<file path="config.mk">
export PLATFORM = sky130hd
export DESIGN_NAME = rob_commit_unit
export DESIGN_NICKNAME = d
export VERILOG_FILES = /design/src/rtl/rob_pkg.sv /design/src/rtl/commit_mem_align.sv /design/src/rtl/rob_commit_unit.sv
export SDC_FILE = /design/constraint.sdc
export NUM_CORES = 1
export LEC_CHECK = 0
export CAP_MARGIN = 20
export CORE_UTILIZATION = 43
export CTS_CLUSTER_DIAMETER = 80
export DETAILED_ROUTE_END_ITERATION = 10
export GPL_TIMING_DRIVEN = 0
export PLACE_DENSITY = 0.88
export SETUP_SLACK_MARGIN = 0.02
export SYNTH_ARGS = -nofsm -noshare
export SYNTH_HDL_FRONTEND = slang
export SYNTH_SLANG_ARGS = --single-unit
</file>
<file path="constraint.sdc">
create_clock -name clk -period 2.7 [get_ports clk]
set_input_delay 0.27 -clock clk [delete_from_list [all_inputs] [get_ports clk]]
set_output_delay 0.27 -clock clk [all_outputs]
set_load 0.1 [all_outputs]
</file>
<file path="src/rtl/rob_pkg.sv">
// rob_pkg: ROB entry layout, control-bit positions, encodings and commit state type.
// Revision: 1.0
`default_nettype none

package rob_pkg;

    // ROB entry field positions
    localparam int VALID_BIT  = 113;
    localparam int RD_LSB     = 108;
    localparam int EX_LSB     = 76;
    localparam int WD_LSB     = 44;
    localparam int PC4_LSB    = 0;

    // Control bits live at absolute entry positions [43:32]
    localparam int C_REG_WRITE = 32;
    localparam int C_MEM_WRITE = 33;
    localparam int C_BRANCH    = 34;
    localparam int C_SRC_LSB   = 35;
    localparam int C_MISPRED   = 37;
    localparam int C_F3_LSB    = 38;
    localparam int C_RSVD_LSB  = 41;

    localparam logic [1:0] RS_EX   = 2'b00;
    localparam logic [1:0] RS_LOAD = 2'b01;
    localparam logic [1:0] RS_PC4  = 2'b10;

    localparam logic [2:0] F3_B  = 3'b000;
    localparam logic [2:0] F3_H  = 3'b001;
    localparam logic [2:0] F3_W  = 3'b010;
    localparam logic [2:0] F3_BU = 3'b100;
    localparam logic [2:0] F3_HU = 3'b101;

    typedef enum logic [2:0] {
        ST_IDLE      = 3'd0,
        ST_STORE     = 3'd1,
        ST_LOAD_REQ  = 3'd2,
        ST_LOAD_WAIT = 3'd3,
        ST_FLUSH     = 3'd4
    } commit_state_t;

endpackage

`default_nettype wire

</file>
<file path="src/rtl/commit_mem_align.sv">
// commit_mem_align: byte-enable generation, store lane replication and load extract/extend.
// Revision: 1.0
`default_nettype none

module commit_mem_align
    import rob_pkg::*;
#(
    parameter int XLEN = 32
) (
    input  logic [2:0]      funct3,
    input  logic [1:0]      addr_lo,
    input  logic [XLEN-1:0] store_data,
    input  logic [XLEN-1:0] load_data,
    output logic [3:0]      be,
    output logic [XLEN-1:0] store_wdata,
    output logic [XLEN-1:0] load_result
);

    logic [7:0]  byte_sel;
    logic [15:0] half_sel;

    always_comb begin
        byte_sel = load_data[7:0];
        case (addr_lo)
            2'd1:    byte_sel = load_data[15:8];
            2'd2:    byte_sel = load_data[23:16];
            2'd3:    byte_sel = load_data[31:24];
            default: byte_sel = load_data[7:0];
        endcase
        // Misaligned halves ignore addr_lo[0]
        half_sel = addr_lo[1] ? load_data[31:16] : load_data[15:0];
    end

    always_comb begin
        be          = 4'b1111;
        store_wdata = store_data;
        load_result = load_data;
        case (funct3[1:0])
            F3_B[1:0]: begin
                be          = 4'b0001 << addr_lo;
                store_wdata = {4{store_data[7:0]}};
                load_result = funct3[2] ? {24'b0, byte_sel}
                                        : {{24{byte_sel[7]}}, byte_sel};
            end
            F3_H[1:0]: begin
                be          = addr_lo[1] ? 4'b1100 : 4'b0011;
                store_wdata = {2{store_data[15:0]}};
                load_result = funct3[2] ? {16'b0, half_sel}
                                        : {{16{half_sel[15]}}, half_sel};
            end
            default: begin
                be          = 4'b1111;
                store_wdata = store_data;
                load_result = load_data;
            end
        endcase
    end

endmodule

`default_nettype wire

</file>
<file path="src/rtl/rob_commit_unit.sv">
// rob_commit_unit: in-order retire stage popping the ROB head and applying its side effect.
// Revision: 1.0
`default_nettype none

module rob_commit_unit
    import rob_pkg::*;
#(
    parameter int XLEN    = 32,
    parameter int ENTRY_W = 114,
    parameter int REG_W   = 5
) (
    input  logic               clk,
    input  logic               rstn,
    input  logic [ENTRY_W-1:0] head_entry,
    input  logic               head_valid,
    input  logic               rob_empty,
    output logic               head_pop,
    output logic               rf_we,
    output logic [REG_W-1:0]   rf_wa,
    output logic [XLEN-1:0]    rf_wd,
    output logic               dmem_req,
    output logic               dmem_we,
    output logic [XLEN-1:0]    dmem_addr,
    output logic [XLEN-1:0]    dmem_wdata,
    output logic [3:0]         dmem_be,
    input  logic               dmem_ready,
    input  logic               dmem_rvalid,
    input  logic [XLEN-1:0]    dmem_rdata,
    output logic               flush,
    output logic [XLEN-1:0]    redirect_pc,
    output logic [31:0]        instret
);

    commit_state_t state, state_nxt;

    logic [REG_W-1:0] lat_rd;
    logic [XLEN-1:0]  lat_addr;
    logic [XLEN-1:0]  lat_wd;
    logic [2:0]       lat_f3;
    logic [XLEN-1:0]  redirect_q;
    logic [31:0]      instret_q;
    logic             latch_entry;

    logic [REG_W-1:0] h_rd;
    logic [XLEN-1:0]  h_ex;
    logic [XLEN-1:0]  h_wd;
    logic [XLEN-1:0]  h_pc4;
    logic [1:0]       h_src;
    logic [2:0]       h_f3;
    logic             h_reg_write, h_mem_write, h_branch, h_mispred;
    logic             retirable;
    logic [2:0]       unused_ctrl;

    assign h_rd        = head_entry[RD_LSB +: REG_W];
    assign h_ex        = head_entry[EX_LSB +: XLEN];
    assign h_wd        = head_entry[WD_LSB +: XLEN];
    assign h_pc4       = head_entry[PC4_LSB +: XLEN];
    assign h_src       = head_entry[C_SRC_LSB +: 2];
    assign h_f3        = head_entry[C_F3_LSB +: 3];
    assign h_reg_write = head_entry[C_REG_WRITE];
    assign h_mem_write = head_entry[C_MEM_WRITE];
    assign h_branch    = head_entry[C_BRANCH];
    assign h_mispred   = head_entry[C_MISPRED];
    assign unused_ctrl = head_entry[C_RSVD_LSB +: 3];

    assign retirable = head_valid & ~rob_empty & head_entry[VALID_BIT];

    logic [3:0]      align_be;
    logic [XLEN-1:0] align_wdata;
    logic [XLEN-1:0] align_load;

    commit_mem_align #(
        .XLEN (XLEN)
    ) u_align (
        .funct3      (lat_f3),
        .addr_lo     (lat_addr[1:0]),
        .store_data  (lat_wd),
        .load_data   (dmem_rdata),
        .be          (align_be),
        .store_wdata (align_wdata),
        .load_result (align_load)
    );

    // Outputs are held at zero throughout reset, including combinational retires
    always_comb begin
        state_nxt   = state;
        head_pop    = 1'b0;
        rf_we       = 1'b0;
        rf_wa       = '0;
        rf_wd       = '0;
        dmem_req    = 1'b0;
        dmem_we     = 1'b0;
        flush       = 1'b0;
        latch_entry = 1'b0;
        if (rstn) begin
            case (state)
                ST_IDLE: begin
                    if (retirable) begin
                        if (h_mem_write) begin
                            latch_entry = 1'b1;
                            state_nxt   = ST_STORE;
                        end else if (h_src == RS_LOAD) begin
                            latch_entry = 1'b1;
                            state_nxt   = ST_LOAD_REQ;
                        end else begin
                            head_pop = 1'b1;
                            rf_we    = h_reg_write && (h_rd != '0);
                            rf_wa    = h_rd;
                            rf_wd    = (h_src == RS_PC4) ? h_pc4 : h_ex;
                            if (h_branch && h_mispred) begin
                                state_nxt = ST_FLUSH;
                            end
                        end
                    end
                end
                ST_STORE: begin
                    dmem_req = 1'b1;
                    dmem_we  = 1'b1;
                    if (dmem_ready) begin
                        head_pop  = 1'b1;
                        state_nxt = ST_IDLE;
                    end
                end
                ST_LOAD_REQ: begin
                    dmem_req = 1'b1;
                    if (dmem_ready) begin
                        state_nxt = ST_LOAD_WAIT;
                    end
                end
                ST_LOAD_WAIT: begin
                    if (dmem_rvalid) begin
                        head_pop  = 1'b1;
                        rf_we     = (lat_rd != '0);
                        rf_wa     = lat_rd;
                        rf_wd     = align_load;
                        state_nxt = ST_IDLE;
                    end
                end
                ST_FLUSH: begin
                    flush     = 1'b1;
                    state_nxt = ST_IDLE;
                end
                default: state_nxt = ST_IDLE;
            endcase
        end
    end

    assign dmem_addr   = dmem_req ? {lat_addr[XLEN-1:2], 2'b00} : '0;
    assign dmem_be     = dmem_req ? align_be : 4'b0000;
    assign dmem_wdata  = dmem_we ? align_wdata : '0;
    assign redirect_pc = redirect_q;
    assign instret     = instret_q;

    always_ff @(posedge clk) begin
        if (!rstn) begin
            state      <= ST_IDLE;
            lat_rd     <= '0;
            lat_addr   <= '0;
            lat_wd     <= '0;
            lat_f3     <= '0;
            redirect_q <= '0;
            instret_q  <= '0;
        end else begin
            state <= state_nxt;
            if (latch_entry) begin
                lat_rd   <= h_rd;
                lat_addr <= h_ex;
                lat_wd   <= h_wd;
                lat_f3   <= h_f3;
            end
            if (state == ST_IDLE && state_nxt == ST_FLUSH) begin
                redirect_q <= h_ex;
            end
            if (head_pop) begin
                instret_q <= instret_q + 32'd1;
            end
        end
    end

endmodule

`default_nettype wire
</file>
==> results.json, run 1 <==
{
  "vias": 9013,
  "cts_root_buf": "clkbuf_16",
  "status": "complete, but fails checks",
  "path_depth": 7,
  "tightest_slew_ns": 1.07,
  "async_reset_ff_share_pct": 0,
  "drv_slew": 0,
  "finalCriticalPeriod_ns": 2.80,
  "r2r-start": "state[2]",
  "io_pins": 326,
  "grtUsageMet3_pct": 9.06,
  "drt-total-wl_microns": 33600,
  "port_buffers": 320,
  "cp.arrival_ns": 2.53,
  "fill_cells": 1197,
  "relSlewSlack_pct": 28.4,
  "startpoint_type": "register",
  "crit_start": "state[0]",
  "via_per_inst": 5.87,
  "clk_pin_slew_worst_paths_ns": 0.06,
  "cp.required_ns": 2.43,
  "critPathTopFamily": "simple AND/OR/NAND/NOR gates",
  "avgSynthCellArea_sq_um": 7.80,
  "vdd_ir_drop_max_mv": 0.469,
  "synth.most_common_cell": "nand2_1",
  "r2r_end": "lat_addr[19]",
  "netlist-cell-type-count": 51,
  "grt_util_met1_pct": 41.5,
  "drv_cap": 0,
  "top_usage_layer": "met2",
  "grt_pass1_vias": 8744,
  "postRouteAntennaNets": 0,
  "pwr-share-clk_pct": 46.5,
  "hold_viol_final": 0,
  "combPwrFrac_pct": 14.5,
  "yosysWarnings": 0,
  "syn_area_sq_mm": 0.00740,
  "clockBufferDepth": 2,
  "p_leak_nw": 4.66,
  "post-dp-hpwl_microns": 23400,
  "final_nets": 1456,
  "h-tree-depth": 4,
  "drive_above_1_share_pct": 20.5,
  "holdWs_ns": 0.388,
  "die-area_sq_mm": 0.0177,
  "drc": 0,
  "die_w_microns": 133,
  "synth_common_cells": "nand2_1, dfxtp_1, a21oi_1, nor2_1, mux2i_1",
  "cp_num_buf_inv": 2,
  "sw_frac_of_total_pct": 26.0,
  "utilization_pct": 74.9,
  "cp-end-kind": "output pin",
  "grt_max_degree": 17,
  "reg2reg_slack_ns": 0.10,
  "slowest_delay_ns": 0.49,
  "synth-edff-count": 0,
  "finalPower_mw": 5.35,
  "wl_per_cell_microns": 21.9,
  "first_iter_violations": 784,
  "place_congestion": 0.938,
  "yosysTopAreaCellShare_pct": 37.6,
  "syn_inst": 949,
  "clkSinkCount": 139,
  "synth_area_leaders": "dfxtp_1, mux2i_1, nand2_1",
  "start_util_pct": 44.3,
  "crit_path_cell_trace": "nor2_4 -> or4b_4 -> buf_8 -> or2_4 -> or3_4 -> o31ai_4 -> buf_12",
  "p_int_mw": 3.96,
  "rsz0062_at_grt": "true",
  "syn2layout_area_growth_pct": 68.9,
  "worstSkewPairLatency_ns": 0.43,
  "synth-seq-cells": 139,
  "gr-total-overflow": 0,
  "post-route-period-util_pct": 104,
  "die_h_microns": 133,
  "failed_checks": "negative setup slack",
  "fmax_ghz": 0.357,
  "path_max_fanout": 6,
  "finalClockSkew_ns": 0.00953,
  "grt_first_pass_wirelength_microns": 49900,
  "placementRows": 47,
  "r2r_cells": 6,
  "synth_seq_area_share_pct": 37.6,
  "firstDrtPassIters": 7,
  "power_density_mw_per_mm2": 428,
  "setup_viol": 25,
  "antenna_found_initial": 0,
  "p_switching_mw": 1.39,
  "setup_ws_ns": -0.0991,
  "cts_buffers": 17,
  "coreArea_sq_mm": 0.0167,
  "grtUsageMet2_pct": 62.2,
  "ys.flop_type": "dfxtp_1",
  "crit_slowest_cell": "or4b_4",
  "pwr-share-seq_pct": 39.0,
  "synth_area_leader_cell": "dfxtp_1",
  "hold_class": "primary input to register",
  "track_usage_pct": 36.8,
  "critPathCapture": "rf_wd[7]",
  "cts_tree": "done",
  "worst-setup-path-type": "register to output pin"
}
[area by class of cell]
class | instances | area, sq um | share of cell area, %
Antenna cell | 1 | 2.50 | 0.0200
Buffer | 66 | 367 | 2.93
Clock buffer | 18 | 439 | 3.51
Clock inverter | 12 | 173 | 1.38
Inverter | 9 | 33.8 | 0.270
Multi-Input combinational cell | 731 | 4870 | 39.0
Sequential cell | 139 | 2790 | 22.3
Tap cell | 220 | 275 | 2.20
Timing Repair Buffer | 339 | 3550 | 28.4
[worst min-delay path by stage]
stage,start,cells past startpoint,to
floorplan,rstn,1,instret[29]
global placement,lat_addr[31],2,lat_addr[31]
CTS,rstn,2,instret[29]
global route,head_entry[60],3,lat_wd[16]
finish,head_entry[64],3,lat_wd[20]
detailed placement,lat_addr[13],2,lat_addr[13]
[layer usage]
layer  vias up  routed length [microns]
li1       4014                        -
met1      4279                    12500
met2       566                    16000
met3       154                     2950
met4         0                     2160
met5         -                        0
[sequential cells by signal, summed over array words and instances, names as in the netlist]
name and cells:
instret 32, redirect_pc 32, lat_addr 32, lat_wd 32, lat_rd 5, lat_f3 3, state 3
[through the flow]
| stage | setup WS [ns] | cells | setup TNS [ns] | instance area, sq um |
|---|---|---|---|---|
| final | -0.0991 | 1535 | -1.05 | 12500 |
| after CTS | -0.0737 | 1533 | -0.383 | 12400 |
| after global routing | -0.123 | 1534 | -1.54 | 12500 |
| after floorplan | -0.513 | 950 | -4.68 | 7760 |
| after global placement | -1.54 | 1490 | -154.81 | 11200 |
| after detailed placement | -1.59 | 1490 | -134.24 | 11200 |
[power groups by stage]
stage / combinational (mW) / clock, mW / sequential [mW]
6_report: 0.776 / 2.49 / 2.09
5_1_grt: 0.804 / 2.58 / 2.09
3_3_place_gp: 0.690 / 0 / 2.13
4_1_cts: 0.745 / 2.48 / 2.08
2_1_floorplan: 0.317 / 0 / 2.14
3_5_place_dp: 0.696 / 0 / 2.13
[repair_timing]
item | CTS | global route
hold buffers | 0 | 0
pin swaps | 28 | 12
endpoints found under the setup margin | 107 | 111
gates cloned | 3 | 0
setup buffers | 14 | 3
resized for setup | 768 | 49
[cell families (layout without fill, tap and decap cells)]
family / count (synthesis) / after routing / synth area share, %
buffers and inverters: 81 / 444 / 4.51
flip-flops: 139 / 139 / 37.6
multiplexers: 94 / 94 / 12.9
AO/OA/AOI/OAI: 210 / 210 / 18.0
XOR/XNOR: 13 / 13 / 1.54
other: 1 / 3 / 0.0507
AND/OR/NAND/NOR: 410 / 411 / 25.3
adder cells (fa/ha/maj): 1 / 1 / 0.169
[worst min-delay path, cell delays in order]
cell             delay (ns)
clkdlybuf4s50_1        0.39
nand2_1                0.05
a21oi_1                0.05
[placed cells by master, fill, tap and decap left out, types with 17 or more instances in the layout]
| cell type | instances |
|---|---|
| a21oi_1 | 100 |
| nand2_1 | 182 |
| nor2b_1 | 19 |
| dfxtp_1 | 134 |
| buf_12 | 35 |
| clkbuf_16 | 21 |
| and2_1 | 42 |
| mux2i_1 | 85 |
| clkbuf_1 | 40 |
| clkdlybuf4s50_1 | 209 |
| buf_4 | 69 |
| nor2_1 | 71 |
| nor2_4 | 17 |
No activity file was read; power rests on OpenSTA's default activity.
==> run 2, diff against run 1 <==
ABC_AREA = 1   (was not set)
CORE_MARGIN = 4   (was not set)
CORE_UTILIZATION = 44   (was 43)
RECOVER_POWER = 50   (was not set)
==> run 2 against run 1 <==
Net effect: the flow now finishes without violations; power is 12% higher; critical path type is now primary input to output pin; cell area is 0.30% higher; utilization is 4.8 points lower; clock power is 7% higher; flip-flop and latch count stayed put; clock-buffer cell count is 1 lower; final cell count is 21% higher; synthesized cell count is 34% higher; worst hold slack worse by 0.094 ns; sequential share of layout area is 0.13 points lower; highest routed layer is now met5; routed wire length is 6.4% higher.
==> results.json, run 2 <==
{
  "drv_cap": 0,
  "finalClockSkew_ns": 0.00886,
  "fmax_ghz": 0.385,
  "drive_above_1_share_pct": 19.4,
  "post-route-period-util_pct": 96.1,
  "drt-total-wl_microns": 35700,
  "syn_inst": 1276,
  "cts_tree": "done",
  "worstHoldEndpoint": "instret[31]",
  "via_per_inst": 5.64,
  "port_buffers": 319,
  "clk_pin_slew_worst_paths_ns": 0.06,
  "placementRows": 49,
  "place_ws_ns": -0.840,
  "first_iter_violations": 952,
  "synth-edff-count": 0,
  "finalPower_mw": 5.97,
  "r2r-start": "state[1]",
  "hold_class": "primary input to register",
  "finalCriticalPeriod_ns": 2.59,
  "final.setup.tns_ns": 0,
  "status": "completed",
  "cp.required_ns": 2.43,
  "start_util_pct": 44.6,
  "finalNonFillerCells": 1861,
  "track_usage_pct": 33.4,
  "hold_viol_final": 0,
  "relSlewSlack_pct": 29.7,
  "cp.arrival_ns": 2.32,
  "fill_cells": 1514,
  "wl_per_cell_microns": 19.2,
  "startpoint_type": "primary input",
  "postRouteAntennaNets": 0,
  "final_common_cell": "nand2_1",
  "synth_common_cells": "nand2_1, nor2_1, dfxtp_1, a21oi_1, o21ai_0",
  "n_antenna_cell": 0,
  "synth_area_leader_cell": "dfxtp_1",
  "tightest_slew_ns": 1.05,
  "vias": 10500,
  "coreArea_sq_mm": 0.0179,
  "path_max_fanout": 10,
  "r2r_cells": 8,
  "r2r_end": "redirect_pc[19]",
  "gr-total-overflow": 0,
  "multiInputGateArea_sq_mm": 0.00494,
  "die_w_microns": 143,
  "whs_path_depth": 4,
  "yosysWarnings": 0,
  "syn2layout_area_growth_pct": 56.9,
  "grt_first_pass_wirelength_microns": 53000,
  "vdd_ir_drop_max_mv": 0.474,
  "grt_pass1_vias": 10100,
  "regArea_sq_mm": 0.00278,
  "setup_ws_ns": 0.106,
  "cts_buffers": 17,
  "place_congestion": 0.990,
  "rsz0062_at_grt": "true",
  "min_from": "rstn",
  "avgSynthCellArea_sq_um": 6.26,
  "cts_hold_buf": 0,
  "firstDrtPassIters": 6,
  "die-area_sq_mm": 0.0204,
  "netlist-cell-type-count": 35,
  "h-tree-depth": 4,
  "synth-seq-cells": 139,
  "yosysTopAreaCellShare_pct": 34.8,
  "async_reset_ff_share_pct": 0,
  "final_nets": 1772,
  "drc": 0,
  "setup_viol": 0,
  "clockBufferDepth": 2,
  "utilization_pct": 70.0,
  "clkSinkCount": 139,
  "post-dp-hpwl_microns": 27900,
  "drv_slew": 0,
  "worstSkewPairLatency_ns": 0.44,
  "grt_max_degree": 17,
  "layout_common_cells": "nand2_1, clkdlybuf4s50_1, nor2_1",
  "antenna_found_initial": 2,
  "reg2reg_slack_ns": 0.46,
  "synth.most_common_cell": "nand2_1",
  "power_density_mw_per_mm2": 476,
  "cp-end-kind": "output pin",
  "synth_seq_area_share_pct": 34.8,
  "io_pins": 326,
  "dp_cells": 1825,
  "worst-setup-path-type": "primary input to output pin",
  "synth_area_leaders": "dfxtp_1, nand2_1, nor2_1",
  "cts_root_buf": "clkbuf_16",
  "die_h_microns": 143,
  "ys.flop_type": "dfxtp_1",
  "p_leak_nw": 4.72,
  "syn_area_sq_mm": 0.00799
}
-- run 2: how the worst max path moves through the flow --
stage                     from              to  slack (ns)
2_1_floorplan         state[0]  dmem_wdata[17]       -0.25
3_3_place_gp    head_entry[36]        rf_wd[1]       -0.84
3_5_place_dp    head_entry[36]       rf_wd[21]       -0.84
4_1_cts               state[0]   dmem_addr[19]        0.02
5_1_grt               state[0]  dmem_wdata[18]       -0.04
6_report       head_entry[113]        rf_wa[4]        0.11
-- run 2: what timing repair did --
item | CTS | global route
cloned | 0 | 1
setup buffers | 0 | 4
resized for setup | 548 | 139
pin swaps | 0 | 5
endpoints found under the setup margin | 107 | 99
-- run 2: critical path: stages --
cell and delay (ns):
clkdlybuf4s50_1 0.45, nand2_1 0.06, nor2_1 0.29, nand2_1 0.20, inv_2 0.12, buf_2 0.25, a22oi_1 0.11, nor2_1 0.22
buf_4 0.34
-- run 2: area by class of cell --
type                    count  area share (%)
plain buffers              74            2.98
clock buffers              17            3.39
clock inverters            15            1.88
inverters                 107            3.20
multi-input cells         957            39.4
flip-flops and latches    139            22.2
well taps                 229            2.28
repair buffers            323            24.7
-- run 2: report_power, final --
group / leakage, nW / internal, mW / switching [mW]
Clock: 0.315 / 1.66 / 1.01
Sequential: 1.12 / 2.10 / 0.0333
Combinational: 3.28 / 0.415 / 0.754
Total: 4.72 / 4.17 / 1.80
-- run 2: through the flow --
stage	instance area, sq um	hold slack [ns]
floorplan	8490	0.412
global placement	12000	0.458
detailed placement	12000	0.471
CTS	12500	0.279
global route	12500	0.332
finish	12500	0.293
-- run 2: kinds of logic after synthesis --
family,share of synthesized area [%]
other cells,0.0469
fa+ha+maj,0.157
compound gates,18.9
xor+xnor,1.42
buf+inv,9.78
simple gates,31.3
mux,3.52
flops,34.8
-- run 2: routing by layer --
layer	part of all wire, %	wire [microns]	global-route usage (%)
met2	47	16700	55.7
met4	6.8	2420	19.1
met3	11	3780	9.08
met1	36	12800	38.7
met5	0.073	26	0
